## src/rtl/exec_ctrl_pkg.sv

```systemverilog
`default_nettype none
// +----------------------------------------------------------------------+
// | exec_ctrl_pkg : shared state encoding and button indices for the     |
// |                 run/halt/step execution controller                   |
// | Revision      : 1.0                                                  |
// +----------------------------------------------------------------------+
package exec_ctrl_pkg;

  localparam int STATE_W = 2;

  typedef enum logic [STATE_W-1:0] {
    ST_HALT = 2'd0,
    ST_RUN  = 2'd1,
    ST_STEP = 2'd2
  } state_t;

  localparam int BTN_RUN  = 0;
  localparam int BTN_STEP = 1;
  localparam int BTN_HALT = 2;
  localparam int NUM_BTN  = 3;

endpackage
`default_nettype wire

```

## src/rtl/exec_step_ctrl_btn_filter.sv

```systemverilog
`default_nettype none
// +----------------------------------------------------------------------+
// | btn_filter : synchronizer, tick-sampled debounce and press pulse     |
// |              for one push-button                                     |
// | Revision   : 1.0                                                     |
// +----------------------------------------------------------------------+
module btn_filter #(
  parameter int STABLE_CNT = 4
) (
  input  logic clk,
  input  logic reset,
  input  logic btn,
  input  logic tick,
  output logic level,
  output logic press
);

  localparam int CNT_W = (STABLE_CNT > 1) ? $clog2(STABLE_CNT + 1) : 1;

  logic             r_sync1;
  logic             r_sync2;
  logic             r_level_d;
  logic [CNT_W-1:0] r_stable_cnt;

  always_ff @(posedge clk or negedge reset) begin
    if (!reset) begin
      r_sync1      <= 1'b0;
      r_sync2      <= 1'b0;
      level        <= 1'b0;
      r_level_d    <= 1'b0;
      press        <= 1'b0;
      r_stable_cnt <= '0;
    end else begin
      r_sync1   <= btn;
      r_sync2   <= r_sync1;
      r_level_d <= level;
      press     <= level & ~r_level_d;
      if (tick) begin
        // The level flips on the STABLE_CNT-th consecutive differing sample.
        if (r_sync2 != level) begin
          if (r_stable_cnt == CNT_W'(STABLE_CNT - 1)) begin
            level        <= ~level;
            r_stable_cnt <= '0;
          end else begin
            r_stable_cnt <= r_stable_cnt + 1'b1;
          end
        end else begin
          r_stable_cnt <= '0;
        end
      end
    end
  end

endmodule
`default_nettype wire

```

## src/rtl/exec_step_ctrl.sv

```systemverilog
`default_nettype none
// +----------------------------------------------------------------------+
// | exec_step_ctrl : run/halt/single-step controller driving the core    |
// |                  clock enable. Option: EXEC_STEP_AUTO_REPEAT_EN      |
// | Revision       : 1.0                                                 |
// +----------------------------------------------------------------------+
module exec_step_ctrl
  import exec_ctrl_pkg::*;
#(
  parameter int TICK_DIV     = 200000,
  parameter int STABLE_CNT   = 4,
  parameter int BURST_W      = 8,
  parameter int REPEAT_TICKS = 250
) (
  input  logic               clk,
  input  logic               reset,
  input  logic               btn_run,
  input  logic               btn_step,
  input  logic               btn_halt,
  input  logic [BURST_W-1:0] burst_len,
  input  logic               cpu_halted,
  output logic               cpu_ce,
  output logic [STATE_W-1:0] state,
  output logic               step_done
);

  localparam int TICK_W = $clog2(TICK_DIV);

  logic [TICK_W-1:0]  r_tick_cnt;
  logic               w_tick;
  logic [NUM_BTN-1:0] w_btn_raw;
  logic [NUM_BTN-1:0] w_level;
  logic [NUM_BTN-1:0] w_press;
  logic               w_step_pulse;
  logic               w_halt_p;
  logic               w_step_p;
  logic               w_run_p;
  state_t             r_state;
  logic               r_cpu_ce;
  logic               r_step_done;
  logic [BURST_W-1:0] r_burst;

  assign w_tick = (r_tick_cnt == TICK_W'(TICK_DIV - 1));

  always_ff @(posedge clk or negedge reset) begin
    if (!reset) begin
      r_tick_cnt <= '0;
    end else if (w_tick) begin
      r_tick_cnt <= '0;
    end else begin
      r_tick_cnt <= r_tick_cnt + 1'b1;
    end
  end

  assign w_btn_raw[BTN_RUN]  = btn_run;
  assign w_btn_raw[BTN_STEP] = btn_step;
  assign w_btn_raw[BTN_HALT] = btn_halt;

  for (genvar i = 0; i < NUM_BTN; i++) begin : g_btn
    btn_filter #(
      .STABLE_CNT (STABLE_CNT)
    ) u_filter (
      .clk   (clk),
      .reset (reset),
      .btn   (w_btn_raw[i]),
      .tick  (w_tick),
      .level (w_level[i]),
      .press (w_press[i])
    );
  end

`ifdef EXEC_STEP_AUTO_REPEAT_EN
  localparam int REP_W = (REPEAT_TICKS > 1) ? $clog2(REPEAT_TICKS) : 1;

  logic [REP_W-1:0] r_rep_cnt;
  logic             r_rep_press;
  logic             unused_lvl;

  always_ff @(posedge clk or negedge reset) begin
    if (!reset) begin
      r_rep_cnt   <= '0;
      r_rep_press <= 1'b0;
    end else begin
      r_rep_press <= 1'b0;
      if (!w_level[BTN_STEP]) begin
        r_rep_cnt <= '0;
      end else if (w_tick) begin
        if (r_rep_cnt == REP_W'(REPEAT_TICKS - 1)) begin
          r_rep_cnt   <= '0;
          r_rep_press <= 1'b1;
        end else begin
          r_rep_cnt <= r_rep_cnt + 1'b1;
        end
      end
    end
  end

  assign w_step_pulse = w_press[BTN_STEP] | r_rep_press;
  assign unused_lvl   = w_level[BTN_RUN] ^ w_level[BTN_HALT];
`else
  logic unused_cfg;

  assign w_step_pulse = w_press[BTN_STEP];
  assign unused_cfg   = (^w_level) ^ (REPEAT_TICKS == 0);
`endif

  // Same-cycle presses resolve halt > step > run.
  assign w_halt_p = w_press[BTN_HALT];
  assign w_step_p = w_step_pulse & ~w_halt_p;
  assign w_run_p  = w_press[BTN_RUN] & ~w_halt_p & ~w_step_pulse;

  always_ff @(posedge clk or negedge reset) begin
    if (!reset) begin
      r_state     <= ST_HALT;
      r_cpu_ce    <= 1'b0;
      r_step_done <= 1'b0;
      r_burst     <= '0;
    end else begin
      r_step_done <= 1'b0;
      case (r_state)
        ST_HALT: begin
          if (!cpu_halted) begin
            if (w_step_p) begin
              r_state  <= ST_STEP;
              r_cpu_ce <= 1'b1;
              r_burst  <= (burst_len == '0) ? BURST_W'(1) : burst_len;
            end else if (w_run_p) begin
              r_state  <= ST_RUN;
              r_cpu_ce <= 1'b1;
            end
          end
        end
        ST_RUN: begin
          if (w_halt_p || cpu_halted) begin
            r_state  <= ST_HALT;
            r_cpu_ce <= 1'b0;
          end
        end
        ST_STEP: begin
          if (w_halt_p) begin
            r_state  <= ST_HALT;
            r_cpu_ce <= 1'b0;
            r_burst  <= '0;
          end else if (cpu_halted || (r_burst == BURST_W'(1))) begin
            r_state     <= ST_HALT;
            r_cpu_ce    <= 1'b0;
            r_step_done <= 1'b1;
            r_burst     <= '0;
          end else begin
            r_burst <= r_burst - 1'b1;
          end
        end
        default: begin
          r_state  <= ST_HALT;
          r_cpu_ce <= 1'b0;
          r_burst  <= '0;
        end
      endcase
    end
  end

  assign state     = r_state;
  assign cpu_ce    = r_cpu_ce;
  assign step_done = r_step_done;

endmodule
`default_nettype wire

```

## config.mk

```make
export PLATFORM = sky130hd
export DESIGN_NAME = exec_step_ctrl
export DESIGN_NICKNAME = d
export VERILOG_FILES = /design/src/rtl/exec_ctrl_pkg.sv /design/src/rtl/exec_step_ctrl_btn_filter.sv /design/src/rtl/exec_step_ctrl.sv
export SDC_FILE = /design/constraint.sdc
export NUM_CORES = 1
export LEC_CHECK = 0
export CAP_MARGIN = 40
export CORE_UTILIZATION = 50
export CTS_CLUSTER_SIZE = 14
export DETAILED_ROUTE_END_ITERATION = 10
export DONT_BUFFER_PORTS = 1
export SETUP_SLACK_MARGIN = 0.02
export SLEW_MARGIN = 20
export SYNTH_ARGS = -nofsm -noshare
export SYNTH_HDL_FRONTEND = slang
export SYNTH_SLANG_ARGS = --single-unit
```

## constraint.sdc

```tcl
create_clock -name clk -period 2.6 [get_ports clk]
set_clock_uncertainty 0.1 [all_clocks]
set_input_delay 0.13 -clock clk [delete_from_list [all_inputs] [get_ports clk]]
set_output_delay 0.13 -clock clk [all_outputs]
set_load 0.01 [all_outputs]
```

==> impl_metrics.env, run 1 <==
export IMPL_status="completed"
export IMPL_synth_cell_types=44
export IMPL_worst_pin_slew_ns=0.524
export IMPL_placed_cell_area_sq_mm=0.00259
export IMPL_place_hpwl_um=3090
export IMPL_p_comb_share_pct=3.2
export IMPL_clkSinkCount=54
export IMPL_fin_crit_ns=2.22
export IMPL_htree_levels=2
export IMPL_initial_core_util_pct=52.7
export IMPL_hp_start="burst_len[0]"
export IMPL_drt_initial_drc_count=75
export IMPL_ir_worst_vdd_mv=0.241
export IMPL_cp_max_fo=10
export IMPL_layout_area_overhead_vs_synth_pct=12.7
export IMPL_io_buffers=0
export IMPL_r2r_start="r_tick_cnt[0]"
export IMPL_grt_pass1_vias=1742
export IMPL_synth_net_count=248
export IMPL_gp_congestion=0.852
export IMPL_relSlewSlack_pct=65.1
export IMPL_cp_required_ns=2.69
export IMPL_clkPwrFrac_pct=35.7
export IMPL_setup_viol=0
export IMPL_wl_per_cell_um=14.0
export IMPL_avgSynthCellArea_sq_um=11.1
export IMPL_worstSetupStartpoint="r_tick_cnt[0]"
export IMPL_rsz0062_at_grt="false"
export IMPL_vias=1728
export IMPL_num_io_pins=18
export IMPL_p_switching_mw=0.300
export IMPL_p_int_mw=1.08
export IMPL_core_area_sq_mm=0.00479
export IMPL_drt_vias_per_instance=5.52
export IMPL_cts_max_path_buffers=2
export IMPL_dr_pass1_iters=4
export IMPL_crit_type="reg2reg"
export IMPL_grt_start_max_net_pins=55
export IMPL_fmax_mhz=450
export IMPL_leakage_nw=1.20
export IMPL_synth_seq_cells=54
export IMPL_path_clk_slew_ns=0.10
export IMPL_fp_row_count=25
export IMPL_antennaDiodeCount=0
export IMPL_layout_nets=265
export IMPL_drive_above_1_share_pct=8.13
export IMPL_drtAntennaViolNets=0
export IMPL_fin_area_sq_mm=0.00284
export IMPL_layout_commonest_cell="dfrtp_1"
export IMPL_cts_root_buf="clkbuf_8"
export IMPL_drt_total_wl_um=4380
export IMPL_drc_errors=0
export IMPL_cts_tree="done"
export IMPL_cp_start_kind="flip-flop"
export IMPL_grt_overflow=0
export IMPL_cts_made_buffers=5
export IMPL_mostFrequentLayoutCells="dfrtp_1, nor2_1, xnor2_1, dlygate4sd3_1, nand2_1"
export IMPL_cts_resized_gates=0
export IMPL_syn_instance_count=228
export IMPL_synth_warnings=0
export IMPL_r2r_slack_ns=0.38
export IMPL_fill_cells=417
export IMPL_endpoint_kind="flip-flop"
export IMPL_hp_class="in2reg"
export IMPL_antenna_found_initial=0
export IMPL_clock_latency_ns=0.31
export IMPL_yosysSeqAreaShare_pct=53.6
export IMPL_die_area_sq_mm=0.00533
export IMPL_fp_dieW_um=73.0
export IMPL_sw_frac_of_total_pct=21.7
export IMPL_grt_pass1_wl_um=7710
export IMPL_fin_crit_sh_pct=85.4
export IMPL_grtUsageTotal_pct=18.9
export IMPL_hold_violations=0
export IMPL_fin_tns_setup_ns=0
export IMPL_arrival_ns=2.31
export IMPL_p_seq_share_pct=61.1
export IMPL_die_y_um=73.0
export IMPL_finalMaxSlewViolations=0
export IMPL_syn_area_sq_mm=0.00252
export IMPL_max_cap_viol_count=0
export IMPL_power_density_mw_per_mm2=487
[per-layer routing]
layer	track usage (%)	vias to the layer above	wire, um
met5	0	-	0
met4	9.15	0	71
met3	2.90	8	138
met2	31.7	27	2020
met1	23.8	847	2150
li1	-	846	-
[logic make-up (layout without fill, tap and decap cells)]
group / Yosys count / count (layout) / share of synthesized area [%]
XOR/XNOR: 20 / 20 / 6.95
buffers and inverters: 12 / 30 / 2.33
AND/OR/NAND/NOR: 94 / 94 / 22.0
flip-flops: 54 / 54 / 53.6
AO/OA/AOI/OAI: 30 / 30 / 7.10
adder cells (fa/ha/maj): 6 / 6 / 2.98
multiplexers: 12 / 12 / 5.01
[repair_timing]
item | 4_1_cts | 5_1_grt
setup buffers | 0 | 0
hold endpoints to repair | 67 | 0
setup endpoints to repair | 0 | 0
hold buffers | 13 | 0
[stage by stage]
stage               worst slack [ns]  instances  total power, mW  hold WS (ns)  util [%]
floorplan                      0.583        228            0.870        -0.266         -
global placement               0.458        292            0.871        -0.264      54.2
detailed placement             0.384        292            0.871        -0.265      54.2
CTS                            0.380        313             1.41        0.0404      59.3
global route                   0.194        313             1.45        0.0366      59.3
finish                         0.379        313             1.38        0.0466      59.3
[cell type report]
class / instances / area, sq um / share of cell area [%]
timing repair buffer: 15 / 163 / 5.73
clock buffer: 6 / 82.6 / 2.91
multi-input combinational: 162 / 1120 / 39.3
tap: 67 / 83.8 / 2.95
clock inverter: 2 / 16.3 / 0.573
inverter: 7 / 26.3 / 0.925
sequential: 54 / 1350 / 47.6
[sequential cells by signal (all words and copies together) (netlist names)]
register,flops
r_tick_cnt,18
g_btn.u_filter.r_stable_cnt,9
r_burst,8
g_btn.u_filter.level,3
g_btn.u_filter.press,3
g_btn.u_filter.r_level_d,3
g_btn.u_filter.r_sync1,3
g_btn.u_filter.r_sync2,3
state,2
cpu_ce,1
step_done,1
[path summary, 6_finish.rpt]
check                                       endpoint  depth (start not counted)
setup / recovery             g_btn[1].u_filter.level                          5
hold / removal                            r_burst[0]                          2
setup reg to reg             g_btn[1].u_filter.level                          5
hold reg to reg            g_btn[2].u_filter.r_sync2                          0
max in group asynchronous              r_tick_cnt[2]                          2
min in group asynchronous                   state[0]                          2
[power by group through the flow]
stage,Sequential (mW),Clock (mW),Combinational [mW]
finish,0.846,0.495,0.0439
global route,0.847,0.553,0.0492
CTS,0.846,0.520,0.0456
detailed placement,0.863,0,0.00845
global placement,0.863,0,0.00863
floorplan,0.862,0,0.00730
[synth_stat cells]
master | instances | area share (%)
buf_6 | 1 | 0.45
and3_1 | 1 | 0.25
o21ai_1 | 3 | 0.60
or3_1 | 1 | 0.25
dfrtp_1 | 54 | 54
o221ai_1 | 1 | 0.35
nor3_1 | 9 | 1.8
and2_1 | 1 | 0.25
ha_1 | 6 | 3.0
buf_2 | 2 | 0.40
nand3_1 | 8 | 1.6
o32ai_1 | 1 | 0.35
nor3b_1 | 5 | 1.5
o21ai_0 | 6 | 1.2
o21a_1 | 2 | 0.60
nand2_1 | 11 | 1.6
o22ai_1 | 8 | 2.0
xor2_1 | 6 | 2.1
clkbuf_1 | 1 | 0.15
nor4b_4 | 1 | 0.94
and4_1 | 1 | 0.35
nor4_2 | 1 | 0.50
nand3b_1 | 3 | 0.89
nor2_1 | 17 | 2.5
buf_4 | 1 | 0.30
inv_1 | 7 | 1.0
nor2_2 | 1 | 0.25
mux2i_1 | 7 | 2.8
mux2_2 | 1 | 0.45
a21oi_1 | 7 | 1.4
or2_1 | 1 | 0.25
nand2b_1 | 4 | 0.99
nor2b_1 | 7 | 1.7
nand4_1 | 6 | 1.5
xnor2_1 | 14 | 4.9
a2bb2oi_1 | 1 | 0.35
or2_2 | 3 | 0.74
nand3_2 | 1 | 0.40
nor4b_1 | 4 | 1.4
nor4_1 | 5 | 1.2
a21o_1 | 1 | 0.30
nor4bb_1 | 2 | 0.79
or4_1 | 1 | 0.30
mux2_1 | 4 | 1.8
[critical path, stage by stage (launching register included)]
cell	delay, ns
dfrtp_1	0.43
ha_1	0.25
nand2_1	0.13
or3_1	0.53
nor3b_1	0.30
mux2_1	0.37
Power figures use the tool's default switching activity.
==> inputs of run 2 (changes only) <==
--- a/config.mk
+++ b/config.mk
@@ -7,6 +7,7 @@
 export LEC_CHECK = 0
 export CAP_MARGIN = 40
 export CORE_UTILIZATION = 50
+export CTS_BUF_LIST = sky130_fd_sc_hd__clkbuf_4
 export CTS_CLUSTER_SIZE = 14
 export DETAILED_ROUTE_END_ITERATION = 10
 export DONT_BUFFER_PORTS = 1
==> constraint.sdc (replaced) <==
create_clock -name clk -period 2.25 [get_ports clk]
set_clock_uncertainty 0.1 [all_clocks]
set_input_delay 0.1125 -clock clk [delete_from_list [all_inputs] [get_ports clk]]
set_output_delay 0.1125 -clock clk [all_outputs]
set_load 0.01 [all_outputs]
==> run 2 against run 1 <==
  * Combinational power rose by 21%
  * Sequential cell count did not move
  * Non-clock buffer count rose by 4
  * Utilization rose by 0.31 points
  * Sequential power rose by 16%
  * Count of clock-buffer cells in the layout fell by 1
  * Fmax rose by 11%
  * Via count rose by 0.12%
  * Critical endpoint is now g_btn[0].u_filter.level
  * Largest power group unchanged
==> impl_metrics.env, run 2 (synthesized netlist as in run 1, its figures left out) <==
export IMPL_vias=1730
export IMPL_cp_start_kind="flip-flop"
export IMPL_cp_required_ns=2.42
export IMPL_grt_pass1_vias=1742
export IMPL_fp_row_count=25
export IMPL_clkSinkCount=54
export IMPL_r2r_cells=5
export IMPL_ir_worst_vdd_mv=0.327
export IMPL_leakage_nw=1.22
export IMPL_cts_tree="done"
export IMPL_fin_area_sq_mm=0.00286
export IMPL_grt_pass1_wl_um=7670
export IMPL_endpoint_kind="flip-flop"
export IMPL_worst_pin_slew_ns=0.504
export IMPL_crit_type="reg2reg"
export IMPL_clock_latency_ns=0.38
export IMPL_top_layer="met4"
export IMPL_drc_errors=0
export IMPL_post_cts_buffers=0
export IMPL_path_clk_slew_ns=0.16
export IMPL_die_y_um=73.0
export IMPL_hp_start="cpu_halted"
export IMPL_fin_util_pct=59.7
export IMPL_cts_max_path_buffers=2
export IMPL_r2r_start="r_tick_cnt[0]"
export IMPL_num_io_pins=18
export IMPL_drt_total_wl_um=4370
export IMPL_largestRegisters="r_tick_cnt: 18 flops, g_btn.u_filter.r_stable_cnt: 9 flops, r_burst: 8 flops"
export IMPL_antennaDiodeCount=0
export IMPL_cts_made_buffers=5
export IMPL_mostFrequentLayoutCells="dfrtp_1, nor2_1, xnor2_1, dlygate4sd3_1, nand2_1"
export IMPL_regArea_sq_mm=0.00135
export IMPL_layout_nets=269
export IMPL_r2r_slack_ns=0.24
export IMPL_drive_above_1_share_pct=9.24
export IMPL_grtUsageTotal_pct=18.7
export IMPL_placed_cell_area_sq_mm=0.00262
export IMPL_relSlewSlack_pct=66.4
export IMPL_placedCellCount=295
export IMPL_power_density_mw_per_mm2=545
export IMPL_fp_dieW_um=73.0
export IMPL_drtAntennaViolNets=0
export IMPL_gp_congestion=0.802
export IMPL_grt_start_max_net_pins=55
export IMPL_min_path_cells=4
export IMPL_hp_class="in2reg"
export IMPL_max_cap_viol_count=0
export IMPL_initial_core_util_pct=52.7
export IMPL_finalMaxSlewViolations=0
export IMPL_fin_crit_ns=2.01
export IMPL_layout_commonest_cell="dfrtp_1"
export IMPL_worstReg2RegEnd="g_btn[0].u_filter.level"
export IMPL_largest_reg_flops=18
export IMPL_io_buffers=0
export IMPL_fin_crit_sh_pct=89.3
export IMPL_fill_cells=394
export IMPL_met1_length_um=2130
export IMPL_dr_wl_met3_um=129
export IMPL_core_area_sq_mm=0.00479
export IMPL_fmax_mhz=498
export IMPL_htree_levels=2
export IMPL_status="completed"
export IMPL_layout_area_overhead_vs_synth_pct=13.3
export IMPL_dr_pass1_iters=4
export IMPL_arrival_ns=2.18
export IMPL_cp_max_fo=10
export IMPL_hold_end="r_burst[0]"
export IMPL_multiInputGateArea_sq_mm=0.00112
export IMPL_drt_vias_per_instance=5.47
export IMPL_fin_cells=316
export IMPL_largest_register="r_tick_cnt"
export IMPL_die_area_sq_mm=0.00533
export IMPL_wl_met2_um=2050
export IMPL_grt_overflow=0
export IMPL_antenna_found_initial=0
export IMPL_wl_per_cell_um=13.8
export IMPL_cts_root_buf="clkbuf_4"
export IMPL_fin_tns_setup_ns=0
export IMPL_setup_viol=0
export IMPL_rsz0062_at_grt="false"
export IMPL_hold_violations=0
export IMPL_place_hpwl_um=3100
export IMPL_drt_initial_drc_count=67
-- run 2: cell types whose count changed in the layout (fill, tap and decap cells not counted), sizes merged --
cell         before  now
dlygate4sd3      12   13
bufinv            0    1
buf               3    6
clkinvlp          1    0
clkinv            0    1
clkbuf            6    5
inv               8    7
-- run 2: what timing repair did --
item | 4_1_cts | 5_1_grt
resized for setup | 0 | 1
endpoints found under the hold margin | 69 | 0
hold buffers | 14 | 0
setup endpoints to repair | 0 | 5
-- run 2: final cells by class --
type	count	share of cell area, %
clock buffer	5	1.31
sequential	54	47.3
multi-input combinational	162	39.3
timing repair buffer	19	6.84
clock inverter	2	1.36
inverter	7	0.920
tap	67	2.94
-- run 2: critical path, cell delays in order (launching register included) --
cell,delay (ns)
dfrtp_1,0.43
ha_1,0.25
nand2_1,0.09
or3_4,0.44
nor3b_1,0.26
mux2_1,0.34
-- run 2: power by group --
group | internal [mW] | total, mW | switching, mW
Combinational | 0.0253 | 0.0530 | 0.0277
Clock | 0.230 | 0.524 | 0.294
Sequential | 0.976 | 0.979 | 0.00249
Total | 1.23 | 1.56 | 0.324
-- run 2: metrics by stage --
| step | total power, mW | hold slack [ns] | setup slack [ns] |
|---|---|---|---|
| finish | 1.56 | 0.0467 | 0.240 |
| global route | 1.62 | 0.0447 | 0.110 |
| CTS | 1.57 | 0.0553 | 0.108 |
| detailed placement | 1.01 | -0.282 | 0.121 |
| global placement | 1.01 | -0.282 | 0.177 |
| floorplan | 1.00 | -0.283 | 0.233 |
-- run 2: how the worst max path moves through the flow --
stage,cells after the start,start,to
floorplan,7,r_tick_cnt[0],g_btn[0].u_filter.r_stable_cnt[0]
global placement,5,r_tick_cnt[0],g_btn[2].u_filter.level
detailed placement,5,r_tick_cnt[0],g_btn[0].u_filter.level
CTS,5,r_tick_cnt[0],g_btn[2].u_filter.level
global route,5,r_tick_cnt[13],g_btn[0].u_filter.level
finish,5,r_tick_cnt[0],g_btn[0].u_filter.level
-- run 2: per-layer routing --
layer  up-vias  track usage (%)
met5         -                0
li1        852                -
met1       848             23.9
met4         0             6.75
met3         6             3.73
met2        24             31.3
==> inputs of run 3 (changes only) <==
--- a/config.mk
+++ b/config.mk
@@ -15,4 +15,5 @@
 export SLEW_MARGIN = 20
 export SYNTH_ARGS = -nofsm -noshare
 export SYNTH_HDL_FRONTEND = slang
+export SYNTH_HIERARCHICAL = 1
 export SYNTH_SLANG_ARGS = --single-unit
==> run 3 against run 2 <==
  * First-iteration DRC count shrank 37%
  * Combinational power is 8.1% lower
  * Non-clock buffer count unchanged
  * Design area grew 0.61%
  * Critical path depth increased by 1
  * Sequential share of layout area shrank 0.25 points
  * Setup slack got worse by 0.10 ns
  * Die area up 0.48%
  * Sequential power about the same
  * Utilization up 0.37 points
  * Fmax down 4.9%
  * Clock power decreased by 20%
  * Critical path type unchanged
  * Critical endpoint is now r_burst[0]
  * Largest cell class unchanged
  * Largest power group unchanged
==> impl_metrics.env, run 3 <==
export IMPL_syn_area_sq_mm=0.00253
export IMPL_grt_overflow=0
export IMPL_synth_warnings=6
export IMPL_worstSetupStartpoint="state[0]"
export IMPL_layout_commonest_cell="dfrtp_1"
export IMPL_fmax_mhz=473
export IMPL_syn_instance_count=225
export IMPL_num_io_pins=18
export IMPL_leakage_nw=1.20
export IMPL_synth_top_flop_cell="dfrtp_1"
export IMPL_relSlewSlack_pct=59.1
export IMPL_cts_made_buffers=5
export IMPL_wl_per_cell_um=14.1
export IMPL_fin_crit_ns=2.11
export IMPL_power_density_mw_per_mm2=503
export IMPL_crit_chain="nor4b_4 -> buf_4 -> o41ai_1 -> o22ai_1 -> dlygate4sd3_1 -> o22ai_1"
export IMPL_cp_required_ns=2.40
export IMPL_drtAntennaViolNets=0
export IMPL_grt_pass1_vias=1774
export IMPL_cts_max_path_buffers=2
export IMPL_r2r_start="state[0]"
export IMPL_antennaDiodeCount=0
export IMPL_io_buffers=0
export IMPL_layout_nets=269
export IMPL_grtUsageTotal_pct=19.1
export IMPL_yosysSeqAreaShare_pct=53.3
export IMPL_synth_cell_types=50
export IMPL_cp_start_kind="flip-flop"
export IMPL_crit_top_cell="o22ai_1"
export IMPL_cpPeakStageDelay_ns=0.58
export IMPL_largest_register="r_tick_cnt"
export IMPL_yosysTopAreaCellShare_pct=53.3
export IMPL_fp_dieW_um=73.2
export IMPL_path_clk_slew_ns=0.15
export IMPL_r2r_slack_ns=0.14
export IMPL_clock_latency_ns=0.36
export IMPL_layout_area_overhead_vs_synth_pct=13.4
export IMPL_status="completed"
export IMPL_worst_pin_slew_ns=0.608
export IMPL_synth_area_leader_cell="dfrtp_1"
export IMPL_die_y_um=73.2
export IMPL_crit_slowest_cell="dlygate4sd3_1"
export IMPL_cp_max_fo=10
export IMPL_core_area_sq_mm=0.00479
export IMPL_synth_seq_cells=54
export IMPL_hold_violations=0
export IMPL_fill_cells=396
export IMPL_fin_tns_setup_ns=0
export IMPL_grt_start_max_net_pins=55
export IMPL_arrival_ns=2.26
export IMPL_drc_errors=0
export IMPL_place_hpwl_um=3110
export IMPL_crit_end="r_burst[0]"
export IMPL_r2r_cells=6
export IMPL_setup_viol=0
export IMPL_endpoint_kind="flip-flop"
export IMPL_hold_ws_ns=0.112
export IMPL_synth_most_common_cell="dfrtp_1"
export IMPL_clkSinkCount=54
export IMPL_die_area_sq_mm=0.00536
export IMPL_drt_total_wl_um=4450
export IMPL_antenna_found_initial=0
export IMPL_dr_pass1_iters=4
export IMPL_avgSynthCellArea_sq_um=11.3
export IMPL_crit_type="reg2reg"
export IMPL_grt_pass1_wl_um=7740
export IMPL_hp_class="in2reg"
export IMPL_synth_common_cells="dfrtp_1, nor2_1, nand2_1, xnor2_1, nand2b_1"
export IMPL_worstReg2RegEnd="r_burst[0]"
export IMPL_cts_root_buf="clkbuf_4"
export IMPL_rsz0062_at_grt="false"
export IMPL_largest_reg_flops=18
export IMPL_fin_crit_sh_pct=93.9
export IMPL_ir_worst_vdd_mv=0.293
export IMPL_mostFrequentLayoutCells="dfrtp_1, nor2_1, dlygate4sd3_1, nand2_1, xnor2_1"
export IMPL_initial_core_util_pct=52.9
export IMPL_drt_initial_drc_count=42
export IMPL_fin_util_pct=60.0
export IMPL_htree_levels=2
export IMPL_synthTopCellsByArea="dfrtp_1, xnor2_1, ha_1"
export IMPL_finalMaxSlewViolations=0
export IMPL_max_cap_viol_count=0
export IMPL_cts_tree="done"
export IMPL_fp_row_count=25
export IMPL_synth_edf_count=0
export IMPL_vias=1753
export IMPL_drive_above_1_share_pct=11.6
export IMPL_synth_net_count=245
export IMPL_drt_vias_per_instance=5.53
export IMPL_ys_async_sr_fraction_pct=100
export IMPL_gp_congestion=0.801
export IMPL_largestRegisters="r_tick_cnt: 18 flops, g_btn.u_filter/r_stable_cnt: 9 flops, r_burst: 8 flops"
run 3: worst min path at each step:
stage	endpoint	cells after the start	from
detailed placement	r_burst[5]	0	reset
finish	r_burst[7]	4	cpu_halted
global route	r_burst[7]	4	cpu_halted
CTS	r_burst[5]	4	cpu_halted
floorplan	cpu_ce	0	reset
global placement	r_burst[5]	0	reset
run 3: stage by stage:
step | cell area, sq um | setup slack, ns | power [mW] | instances
after global placement | 2650 | 0.229 | 1.00 | 294
after global routing | 2870 | 0.0482 | 1.51 | 317
final | 2870 | 0.137 | 1.44 | 317
after detailed placement | 2650 | 0.179 | 1.00 | 294
after CTS | 2870 | 0.125 | 1.47 | 317
after floorplan | 2530 | 0.0402 | 1.00 | 225
run 3: repair_timing:
action	CTS	global route
gates resized for setup	0	1
endpoints found under the hold margin	69	0
endpoints found under the setup margin	0	1
buffers inserted	0	0
hold buffers	15	0
run 3: cell type report:
class	instances	area, sq um	share of cell area [%]
sequential	54	1350	47.1
clock inverter	3	21.3	0.740
timing repair buffer	19	210	7.32
inverter	10	37.5	1.31
multi-input combinational	159	1130	39.3
clock buffer	5	37.5	1.31
tap	67	83.8	2.92
run 3: logic make-up (layout without fill, tap and decap cells):
family / Yosys count / in the layout / synth area share [%]
buf+inv: 12 / 37 / 2.07
mux: 6 / 6 / 2.52
flops: 54 / 54 / 53.3
xor+xnor: 18 / 18 / 6.22
fa+ha+maj: 6 / 6 / 2.96
compound gates: 38 / 38 / 10.6
simple gates: 91 / 91 / 22.3
run 3: routing by layer:
layer	vias up	GRT usage, %	part of all wire, %
met1	859	23.8	47
li1	857	-	-
met4	0	7.41	1.5
met5	-	0	0
met2	30	32.2	49
met3	7	4.14	2.8
run 3: report_power, final:
part / internal [mW] / total [mW] / switching (mW)
registers: 0.976 / 0.979 / 0.00250
logic: 0.0229 / 0.0487 / 0.0258
clock network: 0.123 / 0.417 / 0.294
run 3: critical path, delay by kind of cell, from the launching register on:
kind | cells | cell delay (ns)
buffers and inverters | 2 | 0.81
DFF | 1 | 0.52
AOI/OAI and AO/OA | 3 | 0.30
and+or+nand+nor | 1 | 0.28
